## src/rtl/tdm_demux.sv

```systemverilog
// tdm_demux: TDM receive demultiplexer with SOF alignment and framing checks.
// Ports: clk, rst (async, active-high); in_valid/in_sof/in_data serial input;
//   out_data (NUM_CH*DW, channel k at [k*DW +: DW]), out_valid (per-channel
//   strobe), ch_idx (next slot), locked, frame_done, frame_err.
// Option: define TDM_DEMUX_FRAME_LATCH_EN to present whole frames at once
//   from a shadow buffer instead of updating channels slot by slot.
module tdm_demux #(
   parameter int NUM_CH = 4,
   parameter int DW     = 8,
   localparam int CW    = (NUM_CH > 1) ? $clog2(NUM_CH) : 1
) (
   input  logic                 clk,
   input  logic                 rst,
   input  logic                 in_valid,
   input  logic                 in_sof,
   input  logic [DW-1:0]        in_data,
   output logic [NUM_CH*DW-1:0] out_data,
   output logic [NUM_CH-1:0]    out_valid,
   output logic [CW-1:0]        ch_idx,
   output logic                 locked,
   output logic                 frame_done,
   output logic                 frame_err
);

   localparam logic [0:0] S_HUNT   = 1'b0;
   localparam logic [0:0] S_LOCKED = 1'b1;

   localparam logic [CW-1:0] LAST = CW'(NUM_CH - 1);

   logic [0:0]           state_q, state_d;
   logic [CW-1:0]        idx_q, idx_d;
   logic [NUM_CH*DW-1:0] data_q, data_d;
   logic [NUM_CH-1:0]    vld_q, vld_d;
   logic                 done_q, done_d;
   logic                 err_q, err_d;
   logic                 wr;
   logic [CW-1:0]        widx;

`ifdef TDM_DEMUX_FRAME_LATCH_EN
   logic [NUM_CH*DW-1:0] shadow_q, shadow_d;
`endif

   // Slot decision: which channel (if any) this sample lands in
   always_comb begin
      state_d = state_q;
      idx_d   = idx_q;
      done_d  = 1'b0;
      err_d   = 1'b0;
      wr      = 1'b0;
      widx    = '0;
      if (in_valid) begin
         if (state_q == S_HUNT) begin
            if (in_sof) begin
               wr      = 1'b1;
               idx_d   = CW'(1);
               state_d = S_LOCKED;
            end
         end else if (in_sof && idx_q != '0) begin
            // short frame: re-align on this SOF
            err_d = 1'b1;
            wr    = 1'b1;
            idx_d = CW'(1);
         end else if (!in_sof && idx_q == '0) begin
            // expected SOF never came: drop sample, lose lock
            err_d   = 1'b1;
            state_d = S_HUNT;
         end else begin
            wr   = 1'b1;
            widx = idx_q;
            if (idx_q == LAST) begin
               idx_d  = '0;
               done_d = 1'b1;
            end else begin
               idx_d = idx_q + CW'(1);
            end
         end
      end
   end

`ifdef TDM_DEMUX_FRAME_LATCH_EN
   // Fill the shadow; publish it whole when the last slot arrives
   always_comb begin
      shadow_d = shadow_q;
      data_d   = data_q;
      vld_d    = '0;
      for (int k = 0; k < NUM_CH; k++) begin
         if (wr && widx == CW'(k)) begin
            shadow_d[k*DW +: DW] = in_data;
         end
      end
      if (done_d) begin
         data_d = shadow_d;
         vld_d  = '1;
      end
   end

   always_ff @(posedge clk or posedge rst) begin
      if (rst) shadow_q <= '0;
      else     shadow_q <= shadow_d;
   end
`else
   always_comb begin
      data_d = data_q;
      vld_d  = '0;
      for (int k = 0; k < NUM_CH; k++) begin
         if (wr && widx == CW'(k)) begin
            data_d[k*DW +: DW] = in_data;
            vld_d[k]           = 1'b1;
         end
      end
   end
`endif

   always_ff @(posedge clk or posedge rst) begin
      if (rst) begin
         state_q <= S_HUNT;
         idx_q   <= '0;
         data_q  <= '0;
         vld_q   <= '0;
         done_q  <= 1'b0;
         err_q   <= 1'b0;
      end else begin
         state_q <= state_d;
         idx_q   <= idx_d;
         data_q  <= data_d;
         vld_q   <= vld_d;
         done_q  <= done_d;
         err_q   <= err_d;
      end
   end

   assign out_data   = data_q;
   assign out_valid  = vld_q;
   assign ch_idx     = idx_q;
   assign locked     = (state_q == S_LOCKED);
   assign frame_done = done_q;
   assign frame_err  = err_q;

endmodule
```

## config.mk

```make
export PLATFORM = sky130hd
export DESIGN_NAME = tdm_demux
export DESIGN_NICKNAME = d
export VERILOG_FILES = /design/src/rtl/tdm_demux.sv
export SDC_FILE = /design/constraint.sdc
export NUM_CORES = 1
export LEC_CHECK = 0
export ABC_AREA = 1
export CORE_ASPECT_RATIO = 2
export CORE_MARGIN = 2
export CORE_UTILIZATION = 46
export CTS_CLUSTER_SIZE = 24
export DETAILED_ROUTE_END_ITERATION = 10
export GPL_TIMING_DRIVEN = 1
export PLACE_DENSITY = 0.79
export SYNTH_ARGS = -nofsm -noshare
export SYNTH_HDL_FRONTEND = slang
export SYNTH_SLANG_ARGS = --single-unit
```

## constraint.sdc

```tcl
create_clock -name clk -period 2.3 [get_ports clk]
set_input_delay 0.46 -clock clk [delete_from_list [all_inputs] [get_ports clk]]
set_output_delay 0.46 -clock clk [all_outputs]
set_load 0.01 [all_outputs]
```

==> impl_metrics.csv <==
group,metric,value,unit
timing,rsz0062_at_grt,"false",
synth,ys_seq_elements,41,
placement,place.gp.congestion,0.7501,
clocking,post_cts_buffers,0,
clocking,postCtsResizedCells,0,
synth,synthCells,187,
die,rows,31,
finish,nNetsFinal,264,
die,pin_count,53,
grt,grtUsageMet1,25.27,%
critical_path,critPathTopFamily,"simple AND/OR/NAND/NOR gates",
run_status,status,"complete, no violations",
timing,finalHoldWorstSlack,0.4789,ns
timing,fmax,0.5151,GHz
power_and_ir_drop,switchingPower,0.9833,mW
power_and_ir_drop,power,2.827,mW
placement,dp.cells,289,
critical_path,r2r-end,"out_data[4]",
synth,syn_nets,204,
timing,fin_worst_skew,0.003819,ns
critical_path,critPathBufInv,1,
timing,setup_tns,0,ns
clocking,cts_buffer_depth,2,
timing,tightest_slew,0.5019,ns
power_and_ir_drop,irDropWorstVdd,0.7226,mV
grt,grtUsageTotal,22.03,%
grt,grt_util_met2,36.82,%
finish,layout_commonest_cell,"nand2_1",
timing,fin_ws,0.3586,ns
finish,num_antenna_cells,0,
power_and_ir_drop,power.density,1182,nW/um2
power_and_ir_drop,p_sw_share,34.78,%
synth,syn-cell-area,1720,um2
critical_path,crit_top_cell,"nand2_1",
power_and_ir_drop,p_comb_share,43.4,%
timing,hold_viol,0,
routing,viasPerCell,4.707,
grt,grt_pass1_wl,6.727,mm
min_path,hold_path_depth,2,
critical_path,rr_worst_depth,9,
power_and_ir_drop,internal-power,1.844,mW
clocking,clk_latency,0.29,ns
power_and_ir_drop,clkPwrFrac,15.9,%
critical_path,critical_path_class,"reg -> reg",
min_path,hold-path-endpoint,"out_data[1]",
placement,place_area,2310,um2
min_path,worstHoldPathType,"reg -> reg",
routing,routed-via-count,1398,
flow_run,max_cap_violations,0,
critical_path,r2r_slack,0.36,ns
clocking,cts_tree,"done",
timing,maxSlewViolCount,0,
critical_path,critPathRequiredTime,2.49,ns
die,core-area,3607,um2
power_and_ir_drop,pwr-share-seq,40.7,%
routing,drc,0,
finish,drive_above_1_share,11.69,%
die,die_h,90.49,um
finish,multi_input_area,641.9,um2
routing,wl_per_cell,13.14,um
routing,antenna_left,0,
timing,setup_violations,0,
synth,syn_avg_cell_area,9.200,um2
critical_path,path_depth,9,
clocking,htreeDepth,2,
critical_path,crit_slowest_cell,"dfrtp_1",
finish,nFillCells,302,
finish,instances_no_fill,297,
timing,max_slew_margin,66.54,%
critical_path,arrival,2.13,ns
timing,finalCriticalPeriod,1.941,ns
placement,dpl.hpwl,3.013,mm
die,die_w,47.25,um
synth,synth_top_cell_area_share,59.64,%
grt,grt_max_degree,42,
clocking,clock_sinks,41,
finish,area_delta_synth_final,39.05,%
critical_path,cp-start-kind,"register",
placement,io_buffers,52,
synth,ys_warn_count,0,
grt,busiest_layer,"met2",
critical_path,cp-startpoint,"ch_idx[0]",
power_and_ir_drop,p_leak,1.193,nW
die,die-area,4275,um2
critical_path,cp-end-kind,"register",
timing,period_share,84.41,%
synth,yosys-top-cells-area,"dfrtp_1 60%, nand2_1 20%, ha_1 3.6%",
clocking,cts.clk_slew.worst_paths,0.08,ns
finish,layout_common_cells,"93 x nand2_1, 52 x clkdlybuf4s50_1, 41 x dfrtp_1",
finish,fin_area,2392,um2
clocking,cts_buffers,5,
synth,synth_top_area_cell,"dfrtp_1",
clocking,hold_buffers,0,
grt,grt_pass1_vias,1428,
critical_path,worstReg2RegStart,"ch_idx[0]",
clocking,cts_root_buf,"clkbuf_8",
synth,yosysUniqueCellTypes,18,
routing,drt-initial-drc-count,22,
grt,use_met3,5.000,%
critical_path,crit_path_cell_trace,"inv_1 -> ha_1 -> ha_1 -> nand2_1 -> o21ai_0 -> nor2_2 -> nand2_4 -> nand2_1 -> nand2_1",
finish,seq_area,1026,um2
synth,ys_seq_area_share,59.64,%
placement,post-place-ws,0.05481,ns
die,start_util,47.69,%
routing,wl,3.902,mm
critical_path,max_stage_delay,0.41,ns
grt,antenna_found_initial,0,
grt,overflow,0,
min_path,hold_start,"out_data[1]",
critical_path,crit_fanout,10,
routing,drtPass1Iterations,4,
finish,finish.utilization,66.32,%
## synth_stat cells
| master | count |
|---|---|
| ha_1 | 5 |
| o21bai_1 | 1 |
| nand2_1 | 93 |
| nand2_2 | 5 |
| dfrtp_1 | 41 |
| nor2_4 | 5 |
| nor3_1 | 1 |
| nand4_1 | 1 |
| nand3_2 | 1 |
| o21ai_2 | 1 |
| nand3_1 | 8 |
| o21ai_0 | 4 |
| inv_1 | 10 |
| nor2_1 | 1 |
| nor2_2 | 4 |
| a21oi_1 | 1 |
| nand2_4 | 1 |
| inv_2 | 4 |
## worst register-to-register path: stages (launching register included)
cell	delay (ns)
dfrtp_1	0.41
inv_1	0.11
ha_1	0.23
ha_1	0.23
nand2_1	0.08
o21ai_0	0.11
nor2_2	0.38
nand2_4	0.15
nand2_1	0.10
nand2_1	0.05
## flip-flops by register name (all words and copies together), names as in the netlist
| name | flops |
|---|---|
| frame_done | 1 |
| locked | 1 |
| out_valid | 4 |
| frame_err | 1 |
| out_data | 32 |
| ch_idx | 2 |
## power by group through the flow
stage / clock [mW] / sequential (mW) / combinational, mW
after floorplan: 0 / 1.28 / 0.439
after global placement: 0 / 1.16 / 1.22
after detailed placement: 0 / 1.16 / 1.24
after CTS: 0.463 / 1.15 / 1.25
after global routing: 0.481 / 1.18 / 1.37
final: 0.450 / 1.15 / 1.23
## kinds of logic after synthesis
family / Yosys count / share of synthesized area [%]
buffers and inverters: 14 / 3.055
and+or+nand+nor: 120 / 31.27
adders and majority gates: 5 / 3.636
DFF: 41 / 59.64
AOI/OAI and AO/OA: 7 / 2.400
## per-layer routing
metal	vias to the layer above	wire length (um)
met2	36	2252
met3	7	159
met4	0	78
li1	693	-
met5	-	0
met1	662	1411
## final cells by class
cell class                      count  share of cell area, %
Clock buffer                        6                  3.033
Clock inverter                      2                 0.4184
Inverter                           14                  2.197
Multi-Input combinational cell    132                  26.83
Sequential cell                    41                  42.89
Tap cell                           49                  2.563
Timing Repair Buffer               53                  22.07
## worst max path at each step
stage | endpoint | slack, ns
2_1_floorplan | out_data[0] | 0.55
3_3_place_gp | out_data[4] | 0.1
3_5_place_dp | out_data[6] | 0.05
4_1_cts | out_data[4] | 0.33
5_1_grt | out_data[6] | 0.15
6_report | out_data[4] | 0.36
No activity file was read; power rests on OpenSTA's default activity.
